**config.mk**
```make
export PLATFORM = sky130hd
export DESIGN_NAME = wb_retire_arbiter
export DESIGN_NICKNAME = d
export VERILOG_FILES = /design/src/rtl/wb_retire_arbiter_pkg.sv /design/src/rtl/wb_retire_arbiter_prio_onehot_sel.sv /design/src/rtl/wb_retire_arbiter.sv
export SDC_FILE = /design/constraint.sdc
export NUM_CORES = 1
export LEC_CHECK = 0
export ABC_AREA = 1
export CORE_AREA = 3 3 194 196
export CTS_BUF_LIST = sky130_fd_sc_hd__clkbuf_16
export DETAILED_ROUTE_END_ITERATION = 12
export DIE_AREA = 0 0 197 199
export HOLD_SLACK_MARGIN = 0.05
export PLACE_DENSITY = 0.69
export SLEW_MARGIN = 30
export SYNTH_ARGS = -nofsm -noshare
export SYNTH_HDL_FRONTEND = slang
export SYNTH_SLANG_ARGS = --single-unit
```
**constraint.sdc**
```tcl
create_clock -name clk -period 2.5 [get_ports clk]
set_clock_uncertainty 0.15 [all_clocks]
set_input_delay 0.375 -clock clk [delete_from_list [all_inputs] [get_ports clk]]
set_output_delay 0.375 -clock clk [all_outputs]
set_load 0.01 [all_outputs]
```
**src/rtl/wb_retire_arbiter_pkg.sv**
```systemverilog
// Shared types for the writeback retire arbiter: field typedefs, the per-source
// request record, the arbiter state encoding and small request helpers.
package wb_retire_arbiter_pkg;

    localparam int XLEN  = 32;
    localparam int IID_W = 8;

    typedef logic [XLEN-1:0]  Addr;
    typedef logic [31:0]      Inst;
    typedef logic [IID_W-1:0] IId;
    typedef logic [4:0]       UInt5;
    typedef logic [XLEN-1:0]  UIntX;

    typedef struct packed {
        Addr  pc;
        Inst  inst;
        IId   inst_id;
        logic rf_wen;
        UInt5 reg_addr;
        UIntX wdata;
    } wb_req_t;

    typedef enum logic [0:0] {
        ST_RUN   = 1'b0,
        ST_DRAIN = 1'b1
    } arb_state_e;

    function automatic wb_req_t unpack_req(input Addr pc, input Inst inst, input IId iid,
                                           input logic rf_wen, input UInt5 reg_addr,
                                           input UIntX wdata);
        wb_req_t r;
        r.pc       = pc;
        r.inst     = inst;
        r.inst_id  = iid;
        r.rf_wen   = rf_wen;
        r.reg_addr = reg_addr;
        r.wdata    = wdata;
        return r;
    endfunction

    // x0 is hardwired to zero, so a write to it never reaches the register file
    function automatic logic eff_rf_wen(input wb_req_t r);
        return r.rf_wen & (r.reg_addr != 5'd0);
    endfunction

endpackage

```
**src/rtl/wb_retire_arbiter_prio_onehot_sel.sv**
```systemverilog
// Lowest-index one-hot picker with an any-request flag.
module prio_onehot_sel #(
    parameter int N = 3
) (
    input  logic [N-1:0] req,
    output logic [N-1:0] grant,
    output logic         any
);

    logic seen_s;

    // Walk upward; the first set bit wins and masks all higher bits
    always_comb begin
        grant  = '0;
        seen_s = 1'b0;
        for (int i = 0; i < N; i++) begin
            grant[i] = req[i] & ~seen_s;
            seen_s   = seen_s | req[i];
        end
    end

    assign any = |req;

endmodule

```
**src/rtl/wb_retire_arbiter.sv**
```systemverilog
// Arbitrates N_REQ completion sources onto the single writeback port, retiring
// strictly in instruction-id order and flagging stalls and duplicate ids.
module wb_retire_arbiter #(
    parameter int N_REQ       = 3,
    parameter int XLEN        = 32,
    parameter int IID_W       = 8,
    parameter int STALL_LIMIT = 1024
) (
    input  logic                   clk,
    input  logic                   rst_n,
    input  logic                   flush,
    input  logic [IID_W-1:0]       flush_id,
    input  logic [N_REQ-1:0]       req_valid,
    output logic [N_REQ-1:0]       req_ready,
    input  logic [N_REQ*XLEN-1:0]  req_pc,
    input  logic [N_REQ*32-1:0]    req_inst,
    input  logic [N_REQ*IID_W-1:0] req_inst_id,
    input  logic [N_REQ-1:0]       req_rf_wen,
    input  logic [N_REQ*5-1:0]     req_reg_addr,
    input  logic [N_REQ*XLEN-1:0]  req_wdata,
    output logic                   wb_valid,
    output logic [XLEN-1:0]        wb_pc,
    output logic [31:0]            wb_inst,
    output logic [IID_W-1:0]       wb_inst_id,
    output logic                   wb_rf_wen,
    output logic [4:0]             wb_reg_addr,
    output logic [XLEN-1:0]        wb_wdata,
    output logic [IID_W-1:0]       expected_id,
    output logic [31:0]            retire_count,
    output logic                   stall_err,
    output logic                   dup_err
);
    import wb_retire_arbiter_pkg::*;

    localparam int CW = $clog2(STALL_LIMIT + 1);

    arb_state_e       state_r, state_nxt_s;
    wb_req_t          req_s [N_REQ];
    wb_req_t          sel_s;
    logic [N_REQ-1:0] match_s, pick_s, grant_s;
    logic             match_any_s, arb_en_s, grant_any_s, dup_s, stall_inc_s;
    logic [IID_W-1:0] expected_id_r;
    logic [31:0]      retire_count_r;
    logic [CW-1:0]    stall_cnt_r;

    for (genvar i = 0; i < N_REQ; i++) begin : g_src
        assign req_s[i] = unpack_req(req_pc[i*XLEN +: XLEN], req_inst[i*32 +: 32],
                                     req_inst_id[i*IID_W +: IID_W], req_rf_wen[i],
                                     req_reg_addr[i*5 +: 5], req_wdata[i*XLEN +: XLEN]);
        assign match_s[i] = req_valid[i] & (req_s[i].inst_id == expected_id_r);
    end

    prio_onehot_sel #(.N(N_REQ)) u_sel (
        .req   (match_s),
        .grant (pick_s),
        .any   (match_any_s)
    );

    // Nothing retires during a flush or the drain cycle that follows it
    assign arb_en_s    = ~flush & (state_r == ST_RUN);
    assign grant_s     = arb_en_s ? pick_s : '0;
    assign grant_any_s = arb_en_s & match_any_s;
    assign req_ready   = grant_s;
    assign dup_s       = |(match_s & (match_s - N_REQ'(1)));
    assign stall_inc_s = ~flush & ~grant_any_s & (|req_valid);

    // One-hot AND-OR mux of the granted source's record
    always_comb begin
        sel_s = '0;
        for (int i = 0; i < N_REQ; i++) begin
            sel_s = sel_s | ({$bits(wb_req_t){grant_s[i]}} & req_s[i]);
        end
    end

    // Next-state: any flush (re)enters DRAIN, otherwise return to RUN
    always_comb begin
        state_nxt_s = state_r;
        case (state_r)
            ST_RUN:   state_nxt_s = flush ? ST_DRAIN : ST_RUN;
            ST_DRAIN: state_nxt_s = flush ? ST_DRAIN : ST_RUN;
            default:  state_nxt_s = ST_RUN;
        endcase
    end

    // State register
    always_ff @(posedge clk or negedge rst_n) begin
        if (!rst_n) begin
            state_r <= ST_RUN;
        end else begin
            state_r <= state_nxt_s;
        end
    end

    // Writeback registers, retire tracking, stall counter and sticky error flags
    always_ff @(posedge clk or negedge rst_n) begin
        if (!rst_n) begin
            wb_valid       <= 1'b0;
            wb_rf_wen      <= 1'b0;
            wb_pc          <= '0;
            wb_inst        <= 32'd0;
            wb_inst_id     <= '0;
            wb_reg_addr    <= 5'd0;
            wb_wdata       <= '0;
            expected_id_r  <= '0;
            retire_count_r <= 32'd0;
            stall_cnt_r    <= '0;
            stall_err      <= 1'b0;
            dup_err        <= 1'b0;
        end else if (flush) begin
            wb_valid      <= 1'b0;
            wb_rf_wen     <= 1'b0;
            expected_id_r <= flush_id;
            stall_cnt_r   <= '0;
        end else begin
            if (dup_s) begin
                dup_err <= 1'b1;
            end
            if (grant_any_s) begin
                wb_valid       <= 1'b1;
                wb_rf_wen      <= eff_rf_wen(sel_s);
                wb_pc          <= sel_s.pc;
                wb_inst        <= sel_s.inst;
                wb_inst_id     <= sel_s.inst_id;
                wb_reg_addr    <= sel_s.reg_addr;
                wb_wdata       <= sel_s.wdata;
                expected_id_r  <= expected_id_r + IID_W'(1);
                retire_count_r <= retire_count_r + 32'd1;
                stall_cnt_r    <= '0;
            end else begin
                wb_valid  <= 1'b0;
                wb_rf_wen <= 1'b0;
                if (stall_inc_s && (stall_cnt_r != CW'(STALL_LIMIT))) begin
                    stall_cnt_r <= stall_cnt_r + CW'(1);
                    if (stall_cnt_r == CW'(STALL_LIMIT - 1)) begin
                        stall_err <= 1'b1;
                    end
                end
            end
        end
    end

    assign expected_id  = expected_id_r;
    assign retire_count = retire_count_r;

endmodule

```
---- Word-level counts from Yosys, hierarchy flattened ----
Index checks and enable logic that the tools add are counted.
cells by class
  bitwise operators ....................... 22
  add/subtract/negate cells ............... 4
  reductions and logical operators ........ 10
  equality and inequality tests ........... 5
  muxes and demuxes ....................... 11
operators by type and width
  operator                                                                 count
  110-bit bitwise AND                                                      3
  110-bit bitwise OR                                                       2
  11-bit two-way mux                                                       3
  32-bit by 1-bit adder with 32-bit output, second input constant          1
  8-bit equality test                                                      3
  8-bit two-way mux                                                        2
  11-bit by 1-bit adder with 11-bit output, second input constant          1
  11-bit by 10-bit equality test with 1-bit output, second input constant  1
  11-bit inequality test, second input constant                            1
  1-bit bitwise AND                                                        10
  3-bit OR reduction                                                       3
  8-bit by 1-bit adder with 8-bit output, second input constant            1
  1-bit two-way mux                                                        5
  1-bit inverter                                                           5
  5-bit nonzero test                                                       1
  2-bit AND reduction                                                      2
  4-bit AND reduction                                                      1
  3-bit bitwise AND                                                        1
  3-bit two-way mux                                                        1
  3-bit nonzero test                                                       1
  3-bit by 1-bit subtractor with 3-bit output, second input constant       1
  2-bit nonzero test                                                       1
  1-bit logical AND                                                        1
  1-bit bitwise OR                                                         1
word-level totals
  logic and storage cells ................. 65
  register bits after elaboration ......... 165
  output and inout port bits .............. 156

---- Depth between registers and ports, before layout ----
Gate-level depths: netlist of run 1.
  depth after elaboration ................. 13
  gate-level depth with buffers ........... 16

---- Cells and area by module ----
A second synthesis of run 1 with hierarchy kept.
second synthesis, totals
  cell total of the unflattened synthesis .. 1,252
  area, all modules ....................... 9,118.7 µm²
by module, submodules not included
  module             sequential area each (µm²)  cells an instance  area each (µm²)  times used
  wb_retire_arbiter  4,129.0                     1,244              9,078.7          1
  prio_onehot_sel    0.0                         8                  40.0             1

---- Worst setup path after synthesis of run 1 ----
Ideal clock, no wire load.
  path type ............................... register to output
  from .................................... register expected_id_r[4] (netlist: expected_id[4])
  to ...................................... output req_ready[0]
  stages on the path, launching flop included .. 9
  path buffers ............................ 3
  slack ................................... 0.400 ns
  arrival ................................. 1.575 ns
  cell sequence ........................... dfrtp_1 buf_4 xnor2_1 nand3_1 nor2_2 nand2_1 inv_1 buf_2 buf_2
on the way
  longest elaborated chain between the ends .. 3
ends and longest elaborated chain
  element                 line                      RTL
  start, declared         wb_retire_arbiter.sv:42   logic [IID_W-1:0] expected_id_r;
  start signal, assigned  wb_retire_arbiter.sv:112  expected_id_r <= flush_id;
  start signal, assigned  wb_retire_arbiter.sv:126  expected_id_r <= expected_id_r + IID_W'(1);
  8-bit equality test     wb_retire_arbiter.sv:50   assign match_s[i] = req_valid[i] & (req_s[i].inst_id == expected_id_r);
  1-bit bitwise AND       wb_retire_arbiter.sv:50
  3-bit two-way mux       wb_retire_arbiter.sv:61   assign grant_s = arb_en_s ? pick_s : '0;
  end, declared           wb_retire_arbiter.sv:14   output logic [N_REQ-1:0] req_ready,
No other way between the ends.

---- Final worst setup path of run 1 ----
  from .................................... register expected_id_r[2] (netlist: expected_id[2])
  to ...................................... output req_ready[2]
on the way
  longest elaborated chain between the ends .. 6
  elaborated cells between the ends (all ways) .. 10
ends and longest elaborated chain
  element                line                                     RTL
  8-bit equality test    wb_retire_arbiter.sv:50
  1-bit bitwise AND      wb_retire_arbiter.sv:50
  1-bit bitwise OR       wb_retire_arbiter_prio_onehot_sel.sv:18  seen_s = seen_s | req[i];
  1-bit inverter         wb_retire_arbiter_prio_onehot_sel.sv:17  grant[i] = req[i] & ~seen_s;
  1-bit bitwise AND (*)  wb_retire_arbiter_prio_onehot_sel.sv:17
  3-bit two-way mux (*)  wb_retire_arbiter.sv:61
Every way passes the cells marked *; elsewhere a longest branch is shown, timed or not.

==> flow_metrics.tcl, run 1 <==
set metrics [dict create \
    status "complete, no violations" \
    fin_util_pct 46.8 \
    start_util_pct 26.9 \
    hold_viol_final 0 \
    via_per_inst 5.11 \
    clk_latency_ns 0.44 \
    die-area_um2 39200 \
    cts.path.max_buffers 2 \
    peakVddDrop_mv 0.417 \
    synthDominantCellAreaShare_pct 42.4 \
    cts_buffers 17 \
    clkTransAtPathRegs_ns 0.07 \
    synth_area_per_cell_um2 7.44 \
    routed_wl_um 46700 \
    final_nets 2218 \
    ys_ff_latch 165 \
    antenna_found_initial 8 \
    path_cells "buf_6 > nor2_2 > nor2_1 > nand3_2 > nor2_4 > buf_4 > nor3_4 > buf_2" \
    dp_hpwl_um 35700 \
    htree_levels 4 \
    p_sw_w 0.00252 \
    clock-sinks 165 \
    area_growth_pct 74.0 \
    syn_area_um2 9740 \
    dp_cells 2304 \
    route.antenna.remaining_nets 0 \
    die_h_um 199 \
    max_freq_mhz 411 \
    pwr-share-clk_pct 32.0 \
    ys_types 34 \
    io_buffer_count 499 \
    cap_violations 0 \
    intPower_w 0.00618 \
    p_leak_nw 7.27 \
    setup-violations-final 0 \
    gr-total-overflow 0 \
    first_global_vias 11600 \
    slowest_stage "dfrtp_2" \
    drt-initial-drc-count 788 \
    final_cells 2352 \
    drive_gt1_share_pct 11.9 \
    crit_family "simple AND/OR/NAND/NOR gates" \
    netlist_instances 1309 \
    fp-row-count 70 \
    ys_warn_count 0 \
    fin_crit_ns 2.43 \
    route.detailed.drc 0 \
    max_slew_margin_pct 57.8 \
    crit_path_max_fanout 4 \
    crit_path_start_kind "register" \
    crit_required_ns 1.98 \
    fp.dieW_um 197 \
    io_pins 500 \
    num_vias 12000 \
    grt_max_degree 123 \
    worst_setup_path_end_kind "primary output" \
    grtUsageTotal_pct 22.6 \
    arrival_ns 1.91 \
    seq_power_share_pct 38.1 \
    dr.pass1.iters 5 \
    swShare_pct 29.0 \
    syn-num-nets 1657 \
    synth_area_leaders "dfrtp_1 (42%), nand4_1 (15%), nand2_1 (15%), nand3_1 (7.8%), inv_1 (3.0%)" \
    grt_pass1_wl_um 67800 \
    worst_pin_slew_ns 0.633 \
    cpPeakStageDelay_ns 0.45 \
    core-area_um2 36300 \
    synth_area_leader_cell "dfrtp_1" \
    gp_congestion 0.918 \
    p_per_area_nw_per_um2 513 \
    pwr-share-comb_pct 29.8 \
    report.final.slew_viol_count 0 \
    cts_tree "yes" \
    hp-class "in2reg" \
    critPathBufInv 3 \
    rsz0062_at_grt "yes" \
    finalCritPeriodShare_pct 97.3 \
    wl_per_cell_um 19.9 \
    synth.yosys.seq_area_share_pct 42.4 \
    path_class "reg2out" \
    clockRootBuffer "clkbuf_16" \
]
## worst register-to-register path, stage by stage (launching register included)
cell	delay [ns]
dfrtp_2	0.42
inv_2	0.06
buf_6	0.12
buf_4	0.15
a21oi_1	0.14
nand4_1	0.20
nor4_4	0.20
nand3b_1	0.21
nand2_4	0.16
buf_12	0.21
nand2_1	0.15
nand4_1	0.09
## registers in the layout, summed over array words and instances, names as in the netlist
register and flops:
retire_count 32, wb_inst 32, wb_pc 32, wb_wdata 32, stall_cnt_r 11, expected_id 8, wb_inst_id 8, wb_reg_addr 5
dup_err 1, stall_err 1, state_r 1, wb_rf_wen 1, wb_valid 1
## worst paths after layout
check                           startpoint               end  slack [ns]  depth (start not counted)
setup / recovery            expected_id[2]      req_ready[2]        0.07                          8
hold / removal             req_inst_id[19]     wb_inst_id[3]        0.21                          3
setup reg to reg            expected_id[7]         wb_pc[30]        0.13                         11
hold reg to reg                  stall_err         stall_err        0.33                          1
max in group asynchronous            rst_n      wb_wdata[27]        1.18                          3
min in group asynchronous            rst_n  retire_count[25]        0.33                          2
## power by group through the flow
stage | sequential [W] | combinational (W) | clock (W)
6_report | 0.00332 | 0.00260 | 0.00279
5_1_grt | 0.00337 | 0.00279 | 0.00295
4_1_cts | 0.00332 | 0.00258 | 0.00287
3_5_place_dp | 0.00336 | 0.00254 | 0
3_3_place_gp | 0.00334 | 0.00253 | 0
2_1_floorplan | 0.00348 | 0.000577 | 0
## through the flow
step | setup TNS, ns | hold WS, ns | total power, W | setup WS [ns] | instance area (um^2)
after floorplan | 0 | -0.0706 | 0.00406 | 0.400 | 9740
after global placement | -36.93 | 0.275 | 0.00587 | -0.601 | 16000
after detailed placement | -40.37 | 0.275 | 0.00590 | -0.586 | 16000
after CTS | -0.0392 | 0.282 | 0.00876 | -0.0293 | 16700
after global routing | -0.111 | 0.223 | 0.00911 | -0.0791 | 17000
final | 0 | 0.209 | 0.00870 | 0.0683 | 17000
## layer usage
layer	track usage, %	vias up	part of all wire, %
li1	-	5650	-
met1	28.0	5700	40
met2	37.2	551	48
met3	6.01	97	7.9
met4	10.4	10	3.9
met5	0	-	0.13
## logic make-up (layout without fill, tap and decap cells)
logic type                 after synthesis  count (layout)  synth area share, %
xor gates and xnor gates                39              39                 3.58
AOI/OAI and AO/OA                       40              40                 2.40
other                                    0               3                    0
adders and majority gates                5               5                0.616
and+or+nand+nor                        886             887                 43.1
buffers and inverters                  174             745                 7.89
DFF                                    165             165                 42.4
## cell usage in the layout (no fill, tap or decap), types with 4 or more instances in the layout
cell type	synthesis	final
dlymetal6s2s_1	0	4
nor3_1	29	27
buf_12	0	15
xnor2_1	11	9
xor2_1	27	27
nor2_4	0	6
a21o_1	4	4
nor4_1	7	7
clkinv_2	0	4
nand2_1	388	373
buf_6	9	13
nand2_2	2	14
dfrtp_1	165	158
clkdlybuf4s50_1	0	488
nand2_4	0	4
o21ai_0	22	22
inv_1	77	76
ha_1	4	4
inv_2	7	7
nand3_2	0	4
clkbuf_16	0	18
nor2_2	2	8
nor2_1	64	52
buf_4	3	104
nand3_1	152	147
bufinv_16	0	4
a22oi_1	6	6
nand4_1	233	233
dfrtp_2	0	7
a21oi_1	5	5
## layout make-up
class	count	area [um^2]
fill	3518	19300
timing repair buffer	631	6260
multi-input combinational	971	5050
sequential	165	4140
tap	468	586
clock buffer	17	425
inverter	84	327
clock inverter	13	168
antenna	3	7.51
## cells in the mapped netlist (all sizes together)
master    n
buf      43
nor4b     1
nor3     30
a21o      4
and2      1
o21bai    2
clkbuf   47
inv      84
nor4      8
dfrtp   165
a32oi     1
nand4   233
a22oi     6
nand3b    2
xor2     27
o21ai    22
nand3   152
xnor2    12
or2       1
nor3b     2
ha        4
nor2     66
a21oi     5
maj3      1
nand2   390
## repair_timing
item / 4_1_cts / 5_1_grt
endpoints found under the setup margin: 3 / 13
endpoints found under the hold margin: 54 / 0
pin swaps: 11 / 14
setup buffers: 8 / 4
gates resized for setup: 46 / 43
hold buffers: 1 / 0
cloned: 0 / 2
No activity file was read; power rests on OpenSTA's default activity.
==> run 2, diff against run 1 <==
Settings changed: GPL_ROUTABILITY_DRIVEN set to 0, SLEW_MARGIN 30 to unset.
==> run 2 against run 1 <==
Compared with the run above: the flow now finishes with violations (setup timing); fmax down 2.8%; worst setup slack worse by 0.070 ns; die area unchanged; clock power down 3%; sequential share of layout area up 0.20 points; cell area down 0.80%; critical path depth up 2; cell count down 0.55%.
==> flow_metrics.tcl, run 2 (synthesis results as in run 1) <==
set metrics [dict create \
    fp.dieW_um 197 \
    arrival_ns 1.98 \
    slowest_stage "clkdlybuf4s50_1" \
    worst_pin_slew_ns 0.682 \
    route.antenna.remaining_nets 0 \
    fin_crit_ns 2.50 \
    clockRootBuffer "clkbuf_16" \
    drt-initial-drc-count 599 \
    grt_max_degree 115 \
    die-area_um2 39200 \
    clk_latency_ns 0.45 \
    mostFrequentLayoutCell "clkdlybuf4s50_1" \
    cts_tree "yes" \
    htree_levels 4 \
    antenna_found_initial 4 \
    p_leak_nw 7.17 \
    start_util_pct 26.9 \
    first_global_vias 11500 \
    grt_pass1_wl_um 67500 \
    hp-class "in2reg" \
    setup_ws_ns -0.00158 \
    crit_path_start_kind "input pin" \
    dp_hpwl_um 35000 \
    path_class "in2out" \
    gr-total-overflow 0 \
    setup-violations-final 1 \
    worst_setup_path_end_kind "primary output" \
    cts_buffers 17 \
    finalCritPeriodShare_pct 100 \
    critPathBufInv 4 \
    route.detailed.drc 0 \
    hold_viol_final 0 \
    status "complete, but fails checks" \
    via_per_inst 5.10 \
    tns_ns -0.00158 \
    area_growth_pct 72.6 \
    fin_util_pct 46.4 \
    cts.path.max_buffers 2 \
    report.final.slew_viol_count 0 \
    grtUsageTotal_pct 22.3 \
    wl_per_cell_um 19.7 \
    crit_required_ns 1.98 \
    crit_family "buffers and inverters" \
    num_vias 11900 \
    cap_violations 0 \
    io_pins 500 \
    clock-sinks 165 \
    dr.pass1.iters 5 \
    dp_cells 2292 \
    routed_wl_um 46100 \
    path_cells "clkdlybuf4s50_1 > inv_1 > nand2_1 > nand2_1 > nor2_1 > nand3_1 > nor3_4 > inv_2 > nor3_4 > buf_2" \
    whs_ns 0.193 \
    p_per_area_nw_per_um2 511 \
    layout_common_cells "clkdlybuf4s50_1 (492), nand2_1 (368), nand4_1 (233), dfrtp_1 (158), nand3_1 (142)" \
    clkTransAtPathRegs_ns 0.07 \
    peakVddDrop_mv 0.461 \
    fp-row-count 70 \
    violations "setup timing" \
    io_buffer_count 499 \
    cpPeakStageDelay_ns 0.56 \
    crit_path_max_fanout 3 \
    drive_gt1_share_pct 12.1 \
    max_slew_margin_pct 54.2 \
    die_h_um 199 \
    rsz0062_at_grt "yes" \
    max_freq_mhz 400 \
    total_power_w 0.00860 \
    final_cells 2339 \
    core-area_um2 36300 \
    final_nets 2205 \
]
run 2: layout make-up:
type                    instances  area, um^2
fillers                      3536       19400
repair buffers                619        6100
multi-input cells             970        5080
flip-flops and latches        165        4140
well taps                     468         586
clock buffers                  17         425
inverters                      84         324
clock inverters                15         156
diodes                          1        2.50
run 2: path summary, 6_finish.rpt:
path	to	slack, ns	cells after the start	start
worst max register to register	wb_rf_wen	0.08	18	expected_id[2]
max in group asynchronous	wb_pc[21]	1.16	3	rst_n
worst min register to register	stall_err	0.33	1	stall_err
worst min-delay path	wb_inst_id[7]	0.19	3	req_inst_id[7]
worst max-delay path	req_ready[2]	-0.002	10	req_inst_id[17]
min in group asynchronous	retire_count[25]	0.31	2	rst_n
run 2: timing repair:
item                       4_1_cts  5_1_grt
setup endpoints to repair        3       20
hold buffers                     1        0
hold endpoints to repair        44        0
cloned                           0        0
gates resized for setup         48       48
setup buffers                   14        1
pin swaps                       12       15
run 2: per-layer routing:
| metal | global-route usage, % | up-vias | wire length [um] |
|---|---|---|---|
| met5 | 0 | - | 42 |
| met1 | 27.2 | 5601 | 18000 |
| met3 | 6.00 | 102 | 3800 |
| met2 | 37.0 | 596 | 22300 |
| met4 | 10.2 | 6 | 2020 |
| li1 | - | 5635 | - |
run 2: where the power goes:
part	internal, W	switching, W
combinational	0.00149	0.00109
clock	0.00148	0.00122
sequential	0.00304	0.000276
total	0.00601	0.00259
run 2: worst min-delay path: stages:
cell	delay, ns
dlymetal6s2s_1	0.20
nand2_1	0.09
nand4_1	0.08
run 2: through the flow:
stage | area, um^2 | setup WS [ns]
floorplan | 9740 | 0.400
global placement | 15900 | -0.603
detailed placement | 15900 | -0.606
CTS | 16700 | -0.0780
global route | 16800 | -0.0809
finish | 16800 | -0.00158
==> run 3, diff against run 2 <==
Settings changed: SETUP_SLACK_MARGIN set to 0.3.
==> run 3 against run 2 <==
Compared with the run above: cell count increased by 3.4%; global-route usage increased by 4.0 points; total power increased by 5.0%; the run still ends with setup timing left; sequential power increased by 3%; flip-flop and latch count unchanged; worst setup slack got worse by 0.11 ns; hold slack got worse by 0.0086 ns; wire length increased by 18%; clock-buffer cell count unchanged; die area unchanged; combinational power increased by 11%.
==> flow_metrics.tcl, run 3 (synthesis results as in run 1) <==
set metrics [dict create \
    status "complete, but fails checks" \
    violations "setup timing" \
    dp_hpwl_um 35000 \
    setup_ws_ns -0.111 \
    cp.depth 13 \
    cap_violations 0 \
    critPathBufInv 6 \
    grt_pass1_wl_um 78000 \
    hold_viol_final 0 \
    via_per_inst 5.33 \
    area_growth_pct 99.4 \
    die-area_um2 39200 \
    hp-class "in2reg" \
    setup-violations-final 117 \
    final_nets 2283 \
    core-area_um2 36300 \
    drt-initial-drc-count 733 \
    cpPeakStageDelay_ns 0.54 \
    grtUsageTotal_pct 26.3 \
    fin_crit_ns 2.61 \
    finalCritPeriodShare_pct 104 \
    arrival_ns 2.78 \
    clockRootBuffer "clkbuf_16" \
    r2r_cells 12 \
    total_power_w 0.00903 \
    antenna_found_initial 5 \
    htree_levels 4 \
    fillers 3220 \
    cts.path.max_buffers 2 \
    num_vias 12900 \
    crit_required_ns 2.67 \
    routed_wl_um 54600 \
    crit_family "buffers and inverters" \
    hold-path-cell-count 3 \
    io_pins 500 \
    die_h_um 199 \
    slowest_stage "clkdlybuf4s50_1" \
    peakVddDrop_mv 0.468 \
    start_util_pct 26.9 \
    layout.area.seq_um2 4140 \
    io_buffer_count 499 \
    gr-total-overflow 0 \
    grt_max_degree 115 \
    crit_path_max_fanout 7 \
    multi_input_area_um2 6040 \
    route.detailed.drc 0 \
    route.antenna.remaining_nets 0 \
    wl_per_cell_um 22.6 \
    report.final.slew_viol_count 0 \
    path_cells "clkdlybuf4s50_1 > buf_4 > a21oi_1 > nand4_1 > nor4_4 > nand3b_1 > buf_6 > nand2_8 > buf_12 > buf_12 > buf_16 > nand2_2 > nand4_1" \
    fp.dieW_um 197 \
    crit_path_start_kind "input pin" \
    max_slew_margin_pct 43.9 \
    max_freq_mhz 383 \
    worst_setup_path_end_kind "register" \
    clk_latency_ns 0.45 \
    mostFrequentLayoutCell "clkdlybuf4s50_1" \
    dr.pass1.iters 7 \
    path_class "in2reg" \
    drive_gt1_share_pct 24.9 \
    fp-row-count 70 \
    whs_ns 0.184 \
    worst_pin_slew_ns 0.836 \
    clkTransAtPathRegs_ns 0.07 \
    rsz0062_at_grt "yes" \
    clock-sinks 165 \
    p_leak_nw 8.20 \
    layout_common_cells "clkdlybuf4s50_1 (484), nand4_1 (233), nand2_1 (229), dfrtp_1 (158), nand3_1 (128)" \
    p_per_area_nw_per_um2 465 \
    cts_buffers 17 \
    r2r_slack_ns -0.08 \
    first_global_vias 12700 \
    cts_tree "yes" \
]
run 3: changes by cell type in the layout (fill, tap and decap cells not counted), moves of 15 or more:
cell,change
nand2_4,+59
buf_16,+31
buf_4,-15
buf_6,+32
nand2_1,-139
nand2_2,+78
run 3: metal layers:
layer | routed length [um] | GRT usage [%] | share of wire [%]
met5 | 42 | 0 | 0.077
met4 | 2570 | 12.1 | 4.7
met3 | 4230 | 6.39 | 7.7
met2 | 27100 | 45.0 | 50
met1 | 20600 | 31.2 | 38
run 3: metrics by stage:
stage / util, % / setup slack [ns] / cell area (um^2) / cells / TNS [ns]
floorplan: - / 0.400 / 9740 / 1309 / 0
CTS: 51.5 / -0.0604 / 18700 / 2404 / -0.109
global placement: 43.8 / -0.603 / 15900 / 2292 / -38.03
finish: 53.6 / -0.111 / 19400 / 2418 / -7.08
detailed placement: 43.8 / -0.606 / 15900 / 2292 / -41.02
global route: 53.6 / -0.183 / 19400 / 2418 / -14.98
run 3: what timing repair did:
action	in CTS	in global routing
hold buffers	1	0
endpoints found under the setup margin	165	169
setup buffers	45	10
pin swaps	48	36
resized for setup	321	147
endpoints found under the hold margin	44	0
cloned	34	2
run 3: worst reg2reg max path, cell delays in order, from the launching register on:
cell	delay, ns
dfrtp_2	0.46
buf_6	0.15
xnor2_1	0.20
nand4_1	0.21
nor4_4	0.26
nand3b_1	0.22
buf_6	0.16
nand2_8	0.06
buf_12	0.16
buf_12	0.14
buf_16	0.14
nand2_2	0.05
nand4_1	0.07
run 3: worst paths after layout:
| check | from | end |
|---|---|---|
| worst max-delay path | req_inst_id[15] | wb_inst[2] |
| worst min-delay path | req_inst_id[17] | wb_inst_id[1] |
| worst max register to register | expected_id[6] | wb_inst[2] |
| worst min register to register | stall_err | stall_err |
| max in group asynchronous | rst_n | wb_pc[16] |
| min in group asynchronous | rst_n | retire_count[25] |
run 3: where the power goes:
part / switching [W] / internal (W) / total, W / leakage [nW]
sequential: 0.000390 / 0.00304 / 0.00343 / 2.18
clock: 0.00125 / 0.00148 / 0.00273 / 0.284
combinational: 0.00120 / 0.00168 / 0.00287 / 5.74
total: 0.00284 / 0.00620 / 0.00903 / 8.20
run 3: area by class of cell:
class | count | share of cell area, %
Antenna cell | 2 | 0.0258
Clock buffer | 17 | 2.19
Clock inverter | 15 | 0.805
Inverter | 84 | 1.75
Multi-Input combinational cell | 973 | 31.1
Sequential cell | 165 | 21.3
Tap cell | 468 | 3.01
Timing Repair Buffer | 694 | 39.9
